<file path="config.mk">
export PLATFORM = sky130hd
export DESIGN_NAME = ped_crossing_ctrl
export DESIGN_NICKNAME = d
export VERILOG_FILES = /design/src/rtl/traffic_pkg.sv /design/src/rtl/flash_gen.sv /design/src/rtl/ped_crossing_ctrl.sv
export SDC_FILE = /design/constraint.sdc
export NUM_CORES = 1
export LEC_CHECK = 0
export ABC_AREA = 0
export BUFFER_PORTS_ARGS = -buffer_cell sky130_fd_sc_hd__buf_2
export CORE_AREA = 2 2 39 41
export CTS_CLUSTER_DIAMETER = 80
export DETAILED_ROUTE_END_ITERATION = 12
export DIE_AREA = 0 0 41 43
export GPL_TIMING_DRIVEN = 0
export PLACE_DENSITY = 0.87
export SYNTH_ARGS = -nofsm -noshare
export SYNTH_HDL_FRONTEND = slang
export SYNTH_SLANG_ARGS = --single-unit
export TNS_END_PERCENT = 5
</file>
<file path="constraint.sdc">
create_clock -name clock -period 4.4 [get_ports clock]
set_input_delay 0.66 -clock clock [delete_from_list [all_inputs] [get_ports clock]]
set_output_delay 0.66 -clock clock [all_outputs]
set_load 0.005 [all_outputs]
</file>
<file path="src/rtl/traffic_pkg.sv">
// traffic_pkg: encodings shared between the traffic-light sequencer and the
// pedestrian crossing controller.
//   RED / YELLOW / GREEN : one-hot vehicle lamp encodings
//   ped_state_e          : pedestrian controller state (IDLE / WALK / CLEAR)
//   is_onehot3()         : true when a lamp vector is one of the legal encodings
package traffic_pkg;

  localparam logic [2:0] RED    = 3'b100;
  localparam logic [2:0] YELLOW = 3'b010;
  localparam logic [2:0] GREEN  = 3'b001;

  typedef enum logic [1:0] {
    IDLE  = 2'd0,
    WALK  = 2'd1,
    CLEAR = 2'd2
  } ped_state_e;

  function automatic logic is_onehot3(input logic [2:0] v);
    return (v == RED) || (v == YELLOW) || (v == GREEN);
  endfunction

endpackage

</file>
<file path="src/rtl/flash_gen.sv">
// flash_gen: square-wave generator for the flashing DON'T WALK lamp.
//   clock : sole clock, rising edge
//   reset : synchronous, active-high
//   en    : run enable; while low the output is parked at 1
//   flash : starts at 1 on the first enabled cycle, toggles every FLASH_DIV
//           enabled cycles
module flash_gen #(
  parameter int FLASH_DIV = 2
) (
  input  logic clock,
  input  logic reset,
  input  logic en,
  output logic flash
);

  localparam int DW = (FLASH_DIV > 1) ? $clog2(FLASH_DIV) : 1;

  logic [DW-1:0] div_cnt;

  // Parking at 1 while disabled is what makes the first enabled cycle read 1.
  always_ff @(posedge clock) begin
    if (reset || !en) begin
      flash   <= 1'b1;
      div_cnt <= '0;
    end else if (div_cnt == DW'(FLASH_DIV - 1)) begin
      flash   <= ~flash;
      div_cnt <= '0;
    end else begin
      div_cnt <= div_cnt + DW'(1);
    end
  end

endmodule

</file>
<file path="src/rtl/ped_crossing_ctrl.sv">
// ped_crossing_ctrl: pedestrian crossing controller downstream of the vehicle
// light sequencer. Latches button requests and grants one timed WALK phase
// (optionally followed by a flashing CLEAR phase) per vehicle red phase.
// Leaving red, or illegal lamp codes, abort immediately to DON'T WALK.
//
// Optional feature macro: PED_CLEAR_FLASH_EN
//   defined   : WALK is followed by CLEAR with flashing dont_walk and countdown
//   undefined : WALK expiry returns straight to IDLE, countdown stays 0,
//               flash_gen is not instantiated
//
// Ports:
//   clock       in   sole clock, rising edge
//   reset       in   synchronous, active-high
//   lights[2:0] in   vehicle lamps, one-hot (red=100, yellow=010, green=001)
//   ped_button  in   request level, already synchronised
//   walk        out  WALK lamp
//   dont_walk   out  DON'T WALK lamp (steady in IDLE, flashing in CLEAR)
//   req_pending out  request latched, not yet served
//   countdown   out  remaining CLEAR cycles, 0 outside CLEAR
//   abort       out  one-cycle pulse when WALK/CLEAR is cut short
//   lights_err  out  registered "lights not one-hot"
//   state_dbg   out  current FSM state, for observation only
module ped_crossing_ctrl
  import traffic_pkg::*;
#(
  parameter int WALK_CYCLES  = 8,
  parameter int CLEAR_CYCLES = 6,
  parameter int FLASH_DIV    = 2,
  parameter int CNT_W        = 8
) (
  input  logic             clock,
  input  logic             reset,
  input  logic [2:0]       lights,
  input  logic             ped_button,
  output logic             walk,
  output logic             dont_walk,
  output logic             req_pending,
  output logic [CNT_W-1:0] countdown,
  output logic             abort,
  output logic             lights_err,
  output ped_state_e       state_dbg
);

  // Elaboration-time parameter sanity.
  if (WALK_CYCLES < 1 || CLEAR_CYCLES < 1 || FLASH_DIV < 1 ||
      (2 ** CNT_W) <= WALK_CYCLES || (2 ** CNT_W) <= CLEAR_CYCLES) begin : g_bad_params
    $error("ped_crossing_ctrl: illegal parameter combination");
  end

  ped_state_e       state, state_nxt;
  logic [CNT_W-1:0] cnt, cnt_nxt;
  logic             red_used;
  logic             grant;
  logic             abort_nxt;
  logic             abort_q;
  logic             lights_err_q;
  logic             is_red;

  // Illegal codes (including 000) are never equal to RED, so they abort too.
  assign is_red = (lights == RED);

  // ---------------------------------------------------------------- state reg
  always_ff @(posedge clock) begin
    if (reset) begin
      state <= IDLE;
      cnt   <= '0;
    end else begin
      state <= state_nxt;
      cnt   <= cnt_nxt;
    end
  end

  // --------------------------------------------------------------- next state
  // Abort is tested before counter expiry so it wins when both happen.
  always_comb begin
    state_nxt = state;
    cnt_nxt   = cnt;
    grant     = 1'b0;
    abort_nxt = 1'b0;
    case (state)
      IDLE: begin
        cnt_nxt = '0;
        if (is_red && req_pending && !red_used) begin
          grant     = 1'b1;
          state_nxt = WALK;
          cnt_nxt   = CNT_W'(WALK_CYCLES - 1);
        end
      end
      WALK: begin
        if (!is_red) begin
          state_nxt = IDLE;
          cnt_nxt   = '0;
          abort_nxt = 1'b1;
        end else if (cnt == '0) begin
`ifdef PED_CLEAR_FLASH_EN
          state_nxt = CLEAR;
          cnt_nxt   = CNT_W'(CLEAR_CYCLES - 1);
`else
          state_nxt = IDLE;
          cnt_nxt   = '0;
`endif
        end else begin
          cnt_nxt = cnt - CNT_W'(1);
        end
      end
      CLEAR: begin
        if (!is_red) begin
          state_nxt = IDLE;
          cnt_nxt   = '0;
          abort_nxt = 1'b1;
        end else if (cnt == '0) begin
          state_nxt = IDLE;
        end else begin
          cnt_nxt = cnt - CNT_W'(1);
        end
      end
      default: begin
        state_nxt = IDLE;
        cnt_nxt   = '0;
      end
    endcase
  end

  // ------------------------------------------------------- side registers
  // A press on the grant edge re-arms the request for the next red phase.
  // red_used remembers a grant until the vehicles leave red.
  always_ff @(posedge clock) begin
    if (reset) begin
      req_pending  <= 1'b0;
      red_used     <= 1'b0;
      abort_q      <= 1'b0;
      lights_err_q <= 1'b0;
    end else begin
      req_pending  <= ped_button | (req_pending & ~grant);
      red_used     <= is_red & (red_used | grant);
      abort_q      <= abort_nxt;
      lights_err_q <= ~is_onehot3(lights);
    end
  end

`ifdef PED_CLEAR_FLASH_EN
  logic flash;

  flash_gen #(
    .FLASH_DIV (FLASH_DIV)
  ) u_flash_gen (
    .clock (clock),
    .reset (reset),
    .en    (state == CLEAR),
    .flash (flash)
  );
`endif

  // ------------------------------------------------------------------ outputs
  // Decoded only from flops, so every lamp changes on the clock edge.
  always_comb begin
    walk      = 1'b0;
    dont_walk = 1'b1;
    countdown = '0;
    case (state)
      WALK: begin
        walk      = 1'b1;
        dont_walk = 1'b0;
      end
      CLEAR: begin
`ifdef PED_CLEAR_FLASH_EN
        dont_walk = flash;
        countdown = cnt;
`endif
      end
      default: ;
    endcase
  end

  assign abort      = abort_q;
  assign lights_err = lights_err_q;
  assign state_dbg  = state;

endmodule

</file>
After elaboration in Yosys (flattened, before gate mapping)
Index checks and enable logic that the tools add are counted.
{"block": "totals", "in_bits": 6, "wordCells": 47, "output_inout_bits": 15, "register_bits": 14}
{"block": "op_classes", "bitwise": 7, "n_reduce_logical": 10, "eq_ne": 8, "muxes": 15, "n_addsub": 1}
{"cell": "8-bit 2-to-1 mux", "n": 4}
{"cell": "8-bit one-hot mux with 3 select lines", "n": 1}
{"cell": "8-bit zero test", "n": 1}
{"cell": "8-bit by 1-bit subtractor with 8-bit output, second input constant", "n": 1}
{"cell": "2-bit 2-to-1 mux", "n": 3}
{"cell": "1-bit 2-to-1 mux", "n": 5}
{"cell": "2-bit one-hot mux with 2 select lines", "n": 1}
{"cell": "2-bit OR reduction", "n": 2}
{"cell": "3-bit by 1-bit equality test with 1-bit output, second input constant", "n": 1}
{"cell": "3-bit by 2-bit equality test with 1-bit output, second input constant", "n": 1}
{"cell": "3-bit equality test, second input constant", "n": 1}
{"cell": "3-bit 2-to-1 mux", "n": 1}
{"cell": "3-bit by 2-bit inequality test with 1-bit output, second input constant", "n": 1}
{"cell": "3-bit inequality test, second input constant", "n": 1}
{"cell": "1-bit inverter", "n": 3}
{"cell": "1-bit bitwise AND", "n": 2}
{"cell": "2-bit by 1-bit equality test with 1-bit output, second input constant", "n": 1}
{"cell": "2-bit equality test, second input constant", "n": 1}
{"cell": "1-bit logical AND", "n": 2}
{"cell": "2-bit zero test", "n": 1}
{"cell": "1-bit logical OR", "n": 2}
{"cell": "2-bit inequality test, second input constant", "n": 1}
{"cell": "1-bit OR", "n": 2}
{"cell": "2-bit AND reduction", "n": 1}
{"cell": "1-bit zero test", "n": 1}

Longest topological paths before layout
{"block": "logic_depth", "ltp_word": 8, "mapped_depth": 5}

Least setup slack after synthesis
Ideal clock, no wire load.
{"block": "synth_path", "path_kind": "in2reg", "start": "input port lights[0]", "end": "register cnt[2]", "cell_stages": 3, "setup_ns": 0.080, "t_required_ns": 4.320, "slack_ns": 2.739, "arrival_time_ns": 1.581, "path_cell_list": "nor3b_1 > o211ai_1 > a22oi_1"}
{"block": "synth_via", "elab_chain_len": 5, "elab_cells_between_ends": 8, "classes_between": "eq/ne: 2; mux: 4; reduce/logical: 2"}
{"item": "start, declared", "line_no": "ped_crossing_ctrl.sv:33", "source": "input logic [2:0] lights,"}
{"item": "3-bit equality test (*)", "line_no": "ped_crossing_ctrl.sv:60", "source": "assign is_red = (lights == RED);"}
{"item": "1-bit logical AND (2 in series)", "line_no": "ped_crossing_ctrl.sv:83", "source": "if (is_red && req_pending && !red_used) begin"}
{"item": "3-bit 2-to-1 mux", "line_no": "ped_crossing_ctrl.sv:83"}
{"item": "8-bit one-hot mux with 3 select lines", "line_no": "ped_crossing_ctrl.sv:80", "source": "case (state)"}
{"item": "end signal, assigned", "line_no": "ped_crossing_ctrl.sv:69", "source": "cnt <= cnt_nxt;"}
{"item": "end, declared", "line_no": "ped_crossing_ctrl.sv:51", "source": "logic [CNT_W-1:0] cnt, cnt_nxt;"}
Mark *: on every way between the ends. The rest lies on a longest branch, timed or not.
A chain may end at the register's enable or synchronous reset.

Final worst setup path
{"block": "layout_path", "start": "input port lights[0]", "end": "register cnt[1]"}
Same word-level chain as after synthesis.

==> reports/qor.yml <==
worst_setup_path:
  timing.rr.start: "cnt[0]"
  endpoint: "cnt[1]"
  critPathMaxFanout: 7
  rr_endpoint: "cnt[2]"
  worst-r2r-cell-count: 5
  required_ns: 4.59
  timing.reg2reg.setup_slack_ns: 2.62
  crit_path_end_kind: "register"
  startpoint_type: "input port"
  path_class: "input port to register"
  cp.arrival_ns: 2.03
  cp-startpoint: "lights[0]"
job:
  cap_violations: 0
detailed_routing:
  wl_per_cell_um: 10.01
  via_per_inst: 4.826
  ant_nets: 0
  routed_wl_mm: 1.091
  first_pass_iters: 2
  drc: 0
  num_vias: 526
  drt_iter0_drc: 5
power_and_ir_drop:
  swShare_pct: 22.39
  p_int_uw: 168.2
  leakagePower_uw: 0.0003665
  peakVddDrop_uv: 181.7
  p_switching_uw: 48.52
  sequentialPowerShare_pct: 55.8
  pwr_density_cell_mw_per_mm2: 277.1
  pwr-share-clk_pct: 33.0
  pwr-share-comb_pct: 11.2
global_routing:
  grtUsageTotal_pct: 15.96
  grt-ovfl-total: 0
  grt_start_max_net_pins: 8
  grt_first_pass_wirelength_mm: 1.952
  antenna_found_initial: 0
  grt_pass1_vias: 495
sta:
  grt_setup_unrepaired: "false"
  relSlewSlack_pct: 50.63
  min_period_ns: 1.841
  max_freq_mhz: 543.2
  fin_worst_skew_ns: 0.003026
  worstMarginPinSlew_ns: 0.7389
  final.setup.tns_ns: 0
  fin_crit_sh_pct: 41.84
  hold_viol: 0
  drv_slew: 0
  finalSetupViolations: 0
logic_synthesis:
  yosysTopAreaCellShare_pct: 40.00
  synth_top_family_by_area: "simple AND/OR/NAND/NOR gates"
  yosysTopAreaCell: "dfxtp_1"
  synth_area_leaders: "dfxtp_1 40%, buf_4 12%, nor3b_1 4.6%"
  synth_most_common_cell: "dfxtp_1"
  muxShareOfSynthArea_pct: 0
  ys_ff_latch: 13
  synth_cell_type_count: 27
  avgSynthCellArea_um2: 9.295
  synth-seq-area-share_pct: 40.00
  synth-compound-area-share_pct: 16.92
  async_flop_share_pct: 0
  ys_dominant_reg_cell: "dfxtp_1"
  synth_edf_count: 0
  synth-simple-area-share_pct: 20.00
  syn_area_um2: 650.6
  synth_xor_xnor_area_share_pct: 5.385
  synth_fa_ha_area_share_pct: 3.846
  yosysWarnings: 0
  syn-instance-count: 70
  yosys-top-cells-count: "13 x dfxtp_1, 10 x buf_4, 4 x a21oi_1, 4 x nor2_1, 4 x nor3b_1"
cts:
  htreeDepth: 1
  clockRootBuffer: "clkbuf_4"
  cts_hold_buf: 0
  cts_setup_buffers: 0
  cts.reportedPaths.clkPinSlew_ns: 0.08
  clock_latency_ns: 0.27
  cts_buffers: 3
  clockBufferDepth: 2
  cts_resized: 0
  cts_tree: "done"
  cts.sinks: 13
min_path:
  min-delay-path-class: "register to register"
placed_design:
  hpwl_um: 866.6
  gp_congestion: 0.6996
  portBuffers: 11
die:
  ios: 21
  rows: 14
  die_h_um: 43
  die_x_um: 41
  die_area_mm2: 0.001763
  coreArea_mm2: 0.001384
  start_util_pct: 47.02
finish:
  fin_nets: 102
  final_util_pct: 56.51
  num_antenna_cells: 0
  syn_to_final_growth_pct: 20.19
  drive_above_1_share_pct: 30.11
outcome:
  status: "complete, no violations"
[worst max-delay path, stage by stage]
cell      delay [ns]
buf_2           0.12
nor3b_1         0.62
o211ai_1        0.37
a22oi_1         0.25
[layout by cell type (no fill, tap or decap), types with 2 or more instances in the layout]
cell      synthesis  layout
dfxtp_1          13      13
buf_2             0      11
buf_4            10      10
conb_1            1       9
nor3b_1           4       4
nor2_1            4       4
a21oi_1           4       4
inv_1             3       3
xnor2_1           3       3
nor3_1            3       3
nand2_1           3       3
a22oi_1           3       3
clkbuf_4          0       3
o211ai_1          2       2
o21ai_0           2       2
ha_1              2       2
[final cells by class]
type	instances	area (µm²)
buffer	10	75.07
clock buffer	4	26.28
fill	132	601.8
inverter	3	11.26
multi-input combinational	52	334.1
sequential	13	260.3
tap	16	20.02
timing repair buffer	11	55.05
[power groups by stage]
| stage | logic (µW) | clock network, µW | registers, µW |
|---|---|---|---|
| detailed placement | 24.0 | 0 | 124 |
| floorplan | 17.0 | 0 | 124 |
| global placement | 23.3 | 0 | 124 |
| global route | 27.3 | 76.7 | 121 |
| finish | 24.2 | 71.6 | 121 |
| CTS | 24.1 | 72.4 | 121 |
[cell families (layout without fill, tap and decap cells)]
logic type      Yosys count  count (layout)
simple gates             21              21
xor+xnor                  4               4
flops                    13              13
fa+ha+maj                 2               2
other cells               1               9
buf+inv                  13              28
compound gates           16              16
[state kept, by name, indices dropped and copies added (netlist names)]
name / flops
abort: 1
cnt: 8
lights_err: 1
red_used: 1
req_pending: 1
state_dbg: 1
[metal layers]
| layer | share of wire (%) | wire length [µm] | GRT usage (%) |
|---|---|---|---|
| met5 | 0 | 0 | 0 |
| met3 | 5.5 | 60 | 3.665 |
| met4 | 0.92 | 10 | 8.000 |
| met1 | 43 | 466 | 18.69 |
| met2 | 51 | 554 | 25.62 |
[worst min path at each step]
stage | from | endpoint | slack, ns | cells past startpoint
2_1_floorplan | cnt[7] | cnt[7] | 0.46 | 2
3_3_place_gp | cnt[7] | cnt[7] | 0.47 | 2
3_5_place_dp | cnt[7] | cnt[7] | 0.48 | 2
4_1_cts | cnt[7] | cnt[7] | 0.49 | 2
5_1_grt | cnt[7] | cnt[7] | 0.53 | 2
6_report | cnt[7] | cnt[7] | 0.48 | 2
[stage by stage]
step	hold slack [ns]	area [µm²]	setup slack (ns)	instances	total power [µW]
after floorplan	0.4564	680.7	2.739	78	140.7
after global placement	0.4652	755.7	2.384	105	146.8
after detailed placement	0.4782	755.7	2.302	105	147.7
after CTS	0.4893	782.0	2.574	109	217.5
after global routing	0.5303	782.0	2.406	109	225.2
final	0.4829	782.0	2.559	109	216.7
No activity file was read; power rests on OpenSTA's default activity.
